$ cat config.mk
export PLATFORM = sky130hd
export DESIGN_NAME = mem_access
export DESIGN_NICKNAME = d
export VERILOG_FILES = /design/src/rtl/mem_access.sv
export SDC_FILE = /design/constraint.sdc
export NUM_CORES = 1
export LEC_CHECK = 0
export CORE_MARGIN = 1
export CORE_UTILIZATION = 47
export CTS_BUF_LIST = sky130_fd_sc_hd__clkbuf_4 sky130_fd_sc_hd__clkbuf_8 sky130_fd_sc_hd__clkbuf_16
export DETAILED_ROUTE_END_ITERATION = 12
export PLACE_DENSITY_LB_ADDON = 0.2
export SLEW_MARGIN = 20
export SYNTH_ARGS = -nofsm -noshare
export SYNTH_HDL_FRONTEND = slang
export SYNTH_SLANG_ARGS = --single-unit
export TNS_END_PERCENT = 10
$ cat constraint.sdc
create_clock -name clk -period 2.1 [get_ports clk]
set_input_delay 0.42 -clock clk [delete_from_list [all_inputs] [get_ports clk]]
set_output_delay 0.42 -clock clk [all_outputs]
set_load 0.005 [all_outputs]
$ cat src/rtl/mem_access.sv
// mem_access: minuteCore memory stage -- issues LOAD/STORE on the dmem port, aligns load data, passes ALU results and exceptions through.
module mem_access #(
    parameter int ADDR_W = 32,
    parameter int DATA_W = 32,
    parameter int EX_W   = 4
) (
    input  logic              clk,
    input  logic              reset,
    input  logic [ADDR_W-1:0] PC_in,
    input  logic [EX_W-1:0]   exception_in,
    input  logic              exception_in_valid,
    input  logic              pipeline_in_valid,
    input  logic [4:0]        opcode_in,
    input  logic [2:0]        funct_in,
    input  logic [DATA_W-1:0] result_in,
    input  logic [DATA_W-1:0] store_data_in,
    input  logic [4:0]        rd_addr_in,
    input  logic              rd_wr_enable_in,
    input  logic              nop_instr_in,
    input  logic              flush,
    output logic              stall,
    output logic [ADDR_W-1:0] dmem_addr,
    output logic              dmem_rd_enable,
    output logic              dmem_wr_enable,
    output logic [DATA_W-1:0] dmem_wr_data,
    output logic [3:0]        dmem_wr_strobe,
    input  logic [DATA_W-1:0] dmem_rd_data,
    input  logic              dmem_ready,
    output logic [ADDR_W-1:0] PC_out,
    output logic [EX_W-1:0]   exception_out,
    output logic              exception_out_valid,
    output logic              pipeline_out_valid,
    output logic [4:0]        rd_addr_out,
    output logic [DATA_W-1:0] rd_data_out,
    output logic              rd_wr_enable_out
);
    localparam logic STATE_IDLE     = 1'b0;
    localparam logic STATE_MEM_WAIT = 1'b1;

    localparam logic [4:0] OP_LOAD  = 5'b00000;
    localparam logic [4:0] OP_STORE = 5'b01000;

    localparam logic [EX_W-1:0] EXC_ILLEGAL        = EX_W'(2);
    localparam logic [EX_W-1:0] EXC_LOAD_MISALIGN  = EX_W'(4);
    localparam logic [EX_W-1:0] EXC_STORE_MISALIGN = EX_W'(6);

    logic              state;
    logic              flush_pending;
    logic [ADDR_W-1:0] pend_pc;
    logic [4:0]        pend_rd;
    logic              pend_wr;
    logic [2:0]        pend_funct;
    logic [1:0]        pend_off;

    logic              is_load;
    logic              is_store;
    logic              is_mem;
    logic              funct_illegal;
    logic              misaligned;
    logic [3:0]        store_strobe;
    logic [DATA_W-1:0] store_data;
    logic [DATA_W-1:0] shifted;
    logic [DATA_W-1:0] load_data;
    logic              discard;

    assign stall = (state == STATE_MEM_WAIT);

    // Classify the incoming bundle and build the store lane pattern from the low address bits.
    always_comb begin
        is_load       = (opcode_in == OP_LOAD) && !nop_instr_in && !exception_in_valid;
        is_store      = (opcode_in == OP_STORE) && !nop_instr_in && !exception_in_valid;
        is_mem        = is_load || is_store;
        funct_illegal = is_load ? (funct_in == 3'b011 || funct_in[2:1] == 2'b11)
                                : (is_store && funct_in >= 3'b011);
        misaligned    = (funct_in[1:0] == 2'b01 && result_in[0])
                     || (funct_in[1:0] == 2'b10 && result_in[1:0] != 2'b00);
        store_strobe  = (funct_in[1:0] == 2'b00) ? 4'b0001 << result_in[1:0]
                      : (funct_in[1:0] == 2'b01) ? 4'b0011 << {result_in[1], 1'b0}
                      : 4'b1111;
        store_data    = (funct_in[1:0] == 2'b00) ? {4{store_data_in[7:0]}}
                      : (funct_in[1:0] == 2'b01) ? {2{store_data_in[15:0]}}
                      : store_data_in;
    end

    // Select the addressed byte/half from the returned word and sign- or zero-extend it (funct[2] marks unsigned).
    always_comb begin
        shifted   = dmem_rd_data >> {pend_off, 3'b000};
        load_data = (pend_funct[1:0] == 2'b00) ? {{24{~pend_funct[2] & shifted[7]}}, shifted[7:0]}
                  : (pend_funct[1:0] == 2'b01) ? {{16{~pend_funct[2] & shifted[15]}}, shifted[15:0]}
                  : dmem_rd_data;
        discard   = flush || flush_pending;
    end

    // Stage state machine: accept in IDLE, hold the dmem request in MEM_WAIT until ready, then retire.
    always_ff @(posedge clk or negedge reset) begin
        if (!reset) begin
            state               <= STATE_IDLE;
            flush_pending       <= 1'b0;
            pend_pc             <= '0;
            pend_rd             <= '0;
            pend_wr             <= 1'b0;
            pend_funct          <= '0;
            pend_off            <= '0;
            dmem_addr           <= '0;
            dmem_rd_enable      <= 1'b0;
            dmem_wr_enable      <= 1'b0;
            dmem_wr_data        <= '0;
            dmem_wr_strobe      <= '0;
            PC_out              <= '0;
            exception_out       <= '0;
            exception_out_valid <= 1'b0;
            pipeline_out_valid  <= 1'b0;
            rd_addr_out         <= '0;
            rd_data_out         <= '0;
            rd_wr_enable_out    <= 1'b0;
        end else if (state == STATE_IDLE) begin
            if (pipeline_in_valid && !flush) begin
                if (is_mem && !funct_illegal && !misaligned) begin
                    state              <= STATE_MEM_WAIT;
                    dmem_addr          <= {result_in[ADDR_W-1:2], 2'b00};
                    dmem_rd_enable     <= is_load;
                    dmem_wr_enable     <= is_store;
                    dmem_wr_data       <= is_store ? store_data : '0;
                    dmem_wr_strobe     <= is_store ? store_strobe : 4'b0000;
                    pend_pc            <= PC_in;
                    pend_rd            <= rd_addr_in;
                    pend_wr            <= rd_wr_enable_in;
                    pend_funct         <= funct_in;
                    pend_off           <= result_in[1:0];
                    pipeline_out_valid <= 1'b0;
                end else begin
                    PC_out             <= PC_in;
                    rd_addr_out        <= rd_addr_in;
                    rd_data_out        <= result_in;
                    pipeline_out_valid <= 1'b1;
                    if (is_mem) begin
                        exception_out       <= funct_illegal ? EXC_ILLEGAL
                                             : is_load ? EXC_LOAD_MISALIGN : EXC_STORE_MISALIGN;
                        exception_out_valid <= 1'b1;
                        rd_wr_enable_out    <= 1'b0;
                    end else begin
                        exception_out       <= exception_in_valid ? exception_in : '0;
                        exception_out_valid <= exception_in_valid;
                        rd_wr_enable_out    <= rd_wr_enable_in && !exception_in_valid && !nop_instr_in;
                    end
                end
            end else begin
                pipeline_out_valid <= 1'b0;
            end
        end else if (dmem_ready) begin
            state               <= STATE_IDLE;
            dmem_rd_enable      <= 1'b0;
            dmem_wr_enable      <= 1'b0;
            dmem_wr_strobe      <= 4'b0000;
            flush_pending       <= 1'b0;
            PC_out              <= pend_pc;
            rd_addr_out         <= pend_rd;
            rd_data_out         <= dmem_rd_enable ? load_data : '0;
            exception_out       <= '0;
            exception_out_valid <= 1'b0;
            pipeline_out_valid  <= !discard;
            rd_wr_enable_out    <= !discard && dmem_rd_enable && pend_wr && (pend_rd != 5'd0);
        end else if (flush) begin
            flush_pending <= 1'b1;
        end
    end
endmodule

* Word-level counts from Yosys, hierarchy flattened
Index checks and enable logic that the tools add are counted.
** Word-level totals
- Flip-flop bits (word level) :: 189
- Word-level logic and storage cells :: 131
** Operators by class
- Order comparisons :: 1
- Equal/unequal tests :: 8
- Shifts and indexed selects :: 3
- Mux-type cells :: 59
- Bitwise logic cells :: 4
- Reduce and logical (&&, ||, !) cells :: 37
** Operators by type and width (number)
- two-way mux 32 bit :: 14
- two-way mux 4 bit :: 12
- >> shifter 32 x 5 -> 16 bit :: 1
- two-way mux 1 bit :: 27
- two-way mux 5 bit :: 4
- logical AND 1 bit :: 15
- AND reduction 3 bit :: 3
- nonzero test 2 bit :: 4
- zero test 1 bit :: 6
- equality test 5 x 4 -> 1 bit (second input constant) :: 1
- zero test 5 bit :: 1
- nonzero test 5 bit :: 1
- equality test 2 x 1 -> 1 bit (second input constant) :: 2
- equality test 2 bit (second input constant) :: 2
- zero test 2 bit :: 2
- logical OR 1 bit :: 4
- != test 2 bit (second input constant) :: 2
- << shifter 1 x 2 -> 4 bit (first input constant) :: 1
- << shifter 2 x 2 -> 4 bit (first input constant) :: 1
- equality test 3 x 2 -> 1 bit (second input constant) :: 1
- >= comparator 3 x 2 -> 1 bit (second input constant) :: 1
- two-way mux 3 bit :: 1
- bitwise AND 1 bit :: 2
- two-way mux 2 bit :: 1
- 2 further kinds :: 3

* Depth between registers and ports, before layout
Gate-level depths: netlist (run 1).
- Depth after elaboration :: 11
- Depth in mapped cells :: 7

* Least setup slack after synthesis (run 1)
OpenSTA, ideal clock, no wires.
- Kind :: input-to-reg
- Start :: in funct_in[0]
- End :: reg PC_out[0]
- Arrival :: 1.720 ns
- Data required time :: 1.975 ns
- Setup slack :: 0.255 ns
- Stages :: 6
- Path buffers :: 2
- Cell sequence :: buf_2 > a221oi_2 > o211a_4 > o21ai_4 > buf_6 > mux2_4
** Between the ends
- Cells in the longest elaborated chain, start to end :: 8
- Elaborated cells between the ends (all ways) :: 16
** RTL lines
- from (decl) :: line 14 : input logic [2:0] funct_in,
- >= comparator 3 x 2 -> 1 bit / equality test 3 x 2 -> 1 bit (equally long branches) :: line 74, 73
- logical AND 1 bit / logical OR 1 bit (equally long branches) :: line 74, 73
- two-way mux 1 bit :: line 73 : funct_illegal = is_load ? (funct_in == 3'b011 || funct_in[2:1] == 2'b11)
- zero test 1 bit :: line 118 : if (is_mem && !funct_illegal && !misaligned) begin
- logical AND 1 bit :: line 118
- logical AND 1 bit * :: line 118
- != test 2 bit (no source line) *
- AND reduction 3 bit (no source line) *
- to (signal assigned) :: line 132 : PC_out <= PC_in;
- to (signal assigned) :: line 156 : PC_out <= pend_pc;
- to (decl) :: line 29 : output logic [ADDR_W-1:0] PC_out,
Mark *: on every way between the ends. The rest lies on a longest branch, timed or not.
A chain may end at the register's enable or synchronous reset.

* Final worst setup path (run 1)
- Start :: in result_in[0]
- End :: reg rd_addr_out[2]
** Between the ends
- Cells in the longest elaborated chain, start to end :: 7
- Elaborated cells between the ends (all ways) :: 8
** RTL lines
- from (decl) :: line 15 : input logic [DATA_W-1:0] result_in,
- nonzero test 2 bit :: line 76 : || (funct_in[1:0] == 2'b10 && result_in[1:0] != 2'b00);
- logical AND 1 bit :: line 76
- logical OR 1 bit * :: line 76
- zero test 1 bit * :: line 118
- logical AND 1 bit * :: line 118
- != test 2 bit (no source line) *
- AND reduction 3 bit (no source line) *
- to (signal assigned) :: line 133 : rd_addr_out <= rd_addr_in;
- to (signal assigned) :: line 157 : rd_addr_out <= pend_rd;
- to (decl) :: line 33 : output logic [4:0] rd_addr_out,
Marked as above.

==> results by group, run 1 <==
Status
  • Status: completed

Global routing
  • GRT overflow: 0
  • Maximum number of pins on one net before global-route repair: 52
  • Initial antenna violation count: 0
  • Aggregate global-route resource usage: a little over a quarter
  • Wire length of the first global-routing pass: 41.5 mm
  • Vias in the first global route: approximately 7400

Place
  • Placed Area: ~13000 um^2
  • Gp weighted congestion: between 0.8 and 0.9
  • Dpl ws: -283 ps
  • I/O Buffers: ~300
  • Placed insts: 1295
  • Post-DP HPWL: between 15 and 20 mm

Clocking
  • Maximum clock path buffer count: 2
  • CTS resizes: 0
  • Clk root buf: clkbuf_16
  • Clock Pin Slew Worst Setup and Hold Paths: approximately 70 ps
  • Clock Latency Late Sink: 430 ps
  • Clock sink count: approximately 190
  • Postcts setup bufs: 0
  • CTS tree: yes
  • H-tree Lvls: 4
  • TritonCTS buffer count: 17

Die
  • Initial Utilization: 48.6%
  • Die W: around 140 um
  • Num ports: 300
  • DIE AREA: ~20000 um^2
  • Core area: 18900 um^2
  • Cell Rows: 50
  • Die Y: ~140 um

Timing
  • Hold_ws: around 460 ps
  • Fin Setup TNS: 0 ps
  • Fin. Hold Viols: 0
  • RSZ-0062 raised after global routing: false
  • Final Critical Period: ~2000 ps
  • Setup WS post-layout: between 100 and 150 ps
  • Final Skew: 8.72 ps
  • Slew Limit Fails: 0
  • Worst-Margin Slew: ~810 ps
  • Tcrit/Tclk final: roughly 94%
  • Relative slew margins: between 40% and 50%
  • FMAX: between 500 and 600 MHz
  • # setup viols final: 0

Logic synthesis
  • Post-synthesis sequential area ratio: 51.5%
  • EDFF count, synth: 0
  • Synth Warn #: 0
  • Unique cell type count in the Yosys netlist: 47
  • Yosys reg bits: ~190
  • Post-synthesis cell count: between 700 and 800
  • Synth async-reset ratio: between 90% and 100%
  • Synth Cell Area: 9180 um^2
  • Main synth FF type: dfrtp_1
  • Mean post-synth cell area: roughly 12 um^2

Critical path
  • Endpoint class of the critical path: flop
  • Startpoint Class: primary input
  • Critical R2R Launch: stall
  • Critical Path RT: roughly 2400 ps
  • Setup CP Type: primary input to flop
  • Crit path DAT: roughly 2300 ps
  • Crit path from: result_in[0]
  • Critical Path Fanout Max: 19
  • R2R depth: 3

Routing
  • First-pass DRT Iterations: 5
  • Drt wl/cell: ~20 um
  • # DRC: 0
  • Vias per cell: approximately 5.6
  • DRT Wirelength: roughly 26 mm
  • Vias: 7392
  • Detailed Route Iter0 Violations: 440
  • Antenna viol nets, final: 0

Pwr
  • VDD IR-drop max: between 500 and 600 uV
  • Pleak: 5.81 nW
  • Pwr Total: 9.11 mW
  • Cell Pwr Density: around 700 nW/um^2

Layout
  • Cell area after layout: 13300 um^2
  • ANT cells: 0
  • Finished Core Util: around 71%
  • Post-route insts no fill: between 1000 and 1500
  • Layout area overhead: 45.2%
  • Layout cells sized above 1: a little under a quarter
  • Fin nets: about 1200

Flow run
  • Max capacitance violation total: 0

Worst hold path
  • Min-delay worst type: primary input to async pin
==> layout by cell type (no fill, tap or decap), drive strengths merged, types with 3 or more instances in the layout <==
cell	count
nor2	10
clkinv	3
nor3	3
mux2	152
dfrtp	189
and3	3
nor2b	3
and2	3
a21oi	10
nor4	4
o2bb2ai	9
a31oi	30
o221ai	6
a2bb2oi	8
o31ai	17
a22oi	16
inv	13
nand2	46
a222oi	7
nand3	3
nand2b	6
o21ai	68
mux2i	34
buf	58
a211oi	31
clkbuf	18
clkdlybuf4s50	296
==> what timing repair did <==
action	CTS	global route
endpoints found under the hold margin	33	0
setup endpoints to repair	0	0
hold buffers	1	0
==> state kept, by name, summed over array words and instances (netlist names), 5 cells and up <==
name,flops
PC_out,32
dmem_addr,30
dmem_wr_data,32
pend_pc,32
pend_rd,5
rd_addr_out,5
rd_data_out,32
==> logic make-up after synthesis <==
group           after synthesis  synth area share [%]
compound gates              211                  15.7
buf+inv                      72                  3.87
flops                       189                  51.5
mux                         187                  24.1
other cells                   1                0.0409
simple gates                 86                  4.76
==> final timing paths <==
path,slack [ps],to
worst min register to register,490,exception_out_valid
min in group clk,490,exception_out_valid
max in group asynchronous,1030,dmem_addr[12]
worst max-delay path,130,rd_addr_out[2]
worst max register to register,300,rd_addr_out[2]
worst min-delay path,460,dmem_wr_data[5]
==> critical path, cell delays in order <==
cell and delay [ps]:
clkdlybuf4s50_1 610, a221oi_2 110, o211a_4 280, o21ai_4 260
buf_12 230, mux2_2 360
==> cell type report <==
class | instances | area (um^2)
clock buffer | 17 | 425
clock inverter | 15 | 171
fill | 1414 | 5570
inverter | 5 | 18.8
multi-input combinational | 486 | 4110
sequential | 189 | 4730
tap | 260 | 325
timing repair buffer | 356 | 3550
==> routing by layer <==
layer,vias to the layer above,track usage [%],routed length [um]
met2,282,42.6,12600
met4,0,10.6,769
met1,3641,35.8,11300
li1,3422,-,-
met3,47,6.01,1800
met5,-,0,0
==> synth_stat cells (all sizes together), types with 4 or more instances <==
cell type	instances	area [um^2]
dfrtp	189	4730
buf	29	194
inv	5	18.8
a22oi	16	120
nor2	10	37.5
o31ai	17	128
o21ai	68	355
a2bb2oi	8	70.1
a31oi	30	188
a21oi	10	50.1
mux2i	34	340
nand2	46	180
nand2b	6	37.5
clkbuf	38	143
a222oi	7	70.1
o2bb2ai	9	78.8
o221ai	6	52.6
a211oi	31	233
mux2	152	1850
nor4	4	55.1
==> where the power goes <==
part	internal [mW]	switching [mW]
combinational	1.08	0.632
sequential	3.91	0.163
clock	1.80	1.52
total	6.79	2.31
Power figures use the tool's default switching activity.
==> run 2, diff against run 1 <==
--- a/config.mk
+++ b/config.mk
@@ -10,6 +10,7 @@
 export CTS_BUF_LIST = sky130_fd_sc_hd__clkbuf_4 sky130_fd_sc_hd__clkbuf_8 sky130_fd_sc_hd__clkbuf_16
 export DETAILED_ROUTE_END_ITERATION = 12
 export PLACE_DENSITY_LB_ADDON = 0.2
+export SETUP_SLACK_MARGIN = 0.4
 export SLEW_MARGIN = 20
 export SYNTH_ARGS = -nofsm -noshare
 export SYNTH_HDL_FRONTEND = slang
==> run 2 against run 1 <==
  * Critical path type is now flop to output pin
  * Via count up 1.9%
  * Die area unchanged
  * Critical path depth down 5
  * Register-to-register slack better by 100 ps
  * Clock-buffer cell count unchanged
  * Hold slack worse by 18 ps
  * Core utilization up 2.0 points
  * Flip-flop and latch count unchanged
  * Fmax up 12%
  * Sequential power about the same
  * First-iteration DRC count up 4.3%
  * Sequential share of layout area down 0.97 points
==> results by group, run 2 (same netlist as run 1, synthesis figures left out) <==
Status
  • Status: completed

Pwr
  • Switching fraction of total power: a little over a quarter
  • Clk pwr share: 36.2%
  • VDD IR-drop max: approximately 610 uV
  • Cell Pwr Density: approximately 670 nW/um^2
  • Part of the power in combinational logic: 19.1%
  • NetSw: 2.40 mW
  • Pint: 6.72 mW
  • Seq pwr share: about 45%
  • Pleak: between 6 and 7 nW

Critical path
  • CP top delay family: buffers and inverters
  • Setup CP Type: flop to output pin
  • Startpoint Class: flop
  • Critical Path RT: around 1700 ps
  • Crit path DAT: approximately 1300 ps
  • Critical Path Fanout Max: 2
  • Endpoint class of the critical path: output pin
  • Worst path bufs/invs: 1
  • CP Cell Sequence: clkdlybuf4s50_1
  • Slowest CP cell: clkdlybuf4s50_1
  • Slowest stage delay, CP: about 520 ps

Routing
  • Detailed Route Iter0 Violations: between 400 and 500
  • Vias: around 7500
  • Top Metal Used: met5
  • First-pass DRT Iterations: 5
  • # DRC: 0
  • Antenna viol nets, final: 0
  • Drt wl/cell: roughly 20 um
  • Metal3 WL: between 1.5 and 2 mm
  • Met2 WL: about 13 mm
  • DRT Wirelength: roughly 27 mm
  • Vias per cell: 5.59
  • Metal-1 WL: between 10 and 15 mm

Global routing
  • Aggregate global-route resource usage: between 20% and 30%
  • Wire length of the first global-routing pass: between 40 and 50 mm
  • GRT overflow: 0
  • Initial antenna violation count: 3
  • Vias in the first global route: ~7600
  • Maximum number of pins on one net before global-route repair: 52

Die
  • Num ports: 300
  • Die Y: between 100 and 150 um
  • Initial Utilization: just under 50%
  • Core area: around 19000 um^2
  • Cell Rows: 50
  • DIE AREA: between 20000 and 25000 um^2
  • Die W: ~140 um

Clocking
  • CTS tree: yes
  • Clock Latency Late Sink: 430 ps
  • Maximum clock path buffer count: 2
  • Clock Pin Slew Worst Setup and Hold Paths: around 80 ps
  • Clock sink count: between 150 and 200
  • TritonCTS buffer count: 17
  • Clk root buf: clkbuf_16
  • H-tree Lvls: 4

Timing
  • Setup WS post-layout: around 350 ps
  • Relative slew margins: 62.3%
  • Fin. Hold Viols: 0
  • # setup viols final: 0
  • Tcrit/Tclk final: ~83%
  • Final Critical Period: 1750 ps
  • Slew Limit Fails: 0
  • Worst-Margin Slew: between 500 and 600 ps
  • Final Skew: roughly 9 ps
  • FMAX: around 570 MHz
  • RSZ-0062 raised after global routing: true
  • Fin Setup TNS: 0 ps

Flow run
  • Max capacitance violation total: 0

Place
  • Gp weighted congestion: roughly 0.86
  • Dpl ws: -311 ps
  • Post-DP HPWL: a little under 20 mm
  • I/O Buffers: around 300

Layout
  • Layout area overhead: 49.3%
  • Finished Core Util: ~73%
  • Fin nets: roughly 1200
  • Most frequent cells in the layout: clkdlybuf4s50_1 (276), dfrtp_1 (186), mux2_2 (115), o21ai_0 (62), buf_4 (46)
  • Most common cell after layout, fill and taps aside: clkdlybuf4s50_1
  • Layout cells sized above 1: a little over a quarter

Worst hold path
  • Min-delay worst type: primary input to flop
-- run 2: changes by cell type in the layout (fill, tap and decap cells not counted), moves of 3 or more --
cell,change
dlygate4sd2_1,+5
o21ai_1,+4
buf_6,+9
clkdlybuf4s50_1,-20
clkbuf_2,+6
nand2_1,-3
o21ai_0,-4
buf_12,+8
nand2_2,+3
dlymetal6s2s_1,+7
-- run 2: metal layers --
layer | track usage [%] | up-vias
met2 | 44.0 | 289
met4 | 10.9 | 2
met3 | 5.57 | 58
li1 | - | 3473
met5 | 0 | -
met1 | 35.3 | 3713
-- run 2: power by group through the flow --
| stage | registers [mW] | clock network (mW) | logic (mW) |
|---|---|---|---|
| floorplan | 4.14 | 0 | 0.602 |
| global placement | 4.14 | 0 | 1.70 |
| detailed placement | 4.14 | 0 | 1.72 |
| CTS | 4.08 | 3.35 | 1.75 |
| global route | 4.11 | 3.49 | 1.86 |
| finish | 4.08 | 3.30 | 1.74 |
-- run 2: repair_timing --
item / CTS / global route
gates cloned: 1 / 2
hold buffers: 1 / 0
resized for setup: 24 / 41
endpoints found under the hold margin: 47 / 0
setup buffers: 9 / 1
setup endpoints to repair: 325 / 295
pin swaps: 6 / 7
-- run 2: final cells by class --
class	count	area, um^2
Inverter	5	18.8
Sequential cell	189	4730
Antenna cell	2	5.00
Clock buffer	17	425
Multi-Input combinational cell	486	4170
Fill cell	1384	5190
Clock inverter	15	173
Tap cell	260	325
Timing Repair Buffer	374	3850
-- run 2: path summary, 6_finish.rpt --
check / startpoint / endpoint / slack (ps) / cells past startpoint
max in group asynchronous: reset / pend_off[1] / 940 / 3
max: rd_data_out[11] / rd_data_out[11] / 350 / 1
min in group asynchronous: reset / dmem_wr_data[5] / 500 / 2
max reg2reg: stall / pend_rd[4] / 400 / 8
min: funct_in[0] / pend_funct[0] / 450 / 3
min reg2reg: pend_pc[4] / pend_pc[4] / 500 / 1
-- run 2: metrics by stage --
stage / cells / power [mW] / instance area (um^2) / hold WS, ps
global placement: 1300 / 5.84 / 12800 / 408
detailed placement: 1300 / 5.87 / 12800 / 410
global route: 1348 / 9.46 / 13700 / 455
finish: 1348 / 9.12 / 13700 / 446
floorplan: 747 / 4.74 / 9210 / 124
CTS: 1343 / 9.18 / 13600 / 505
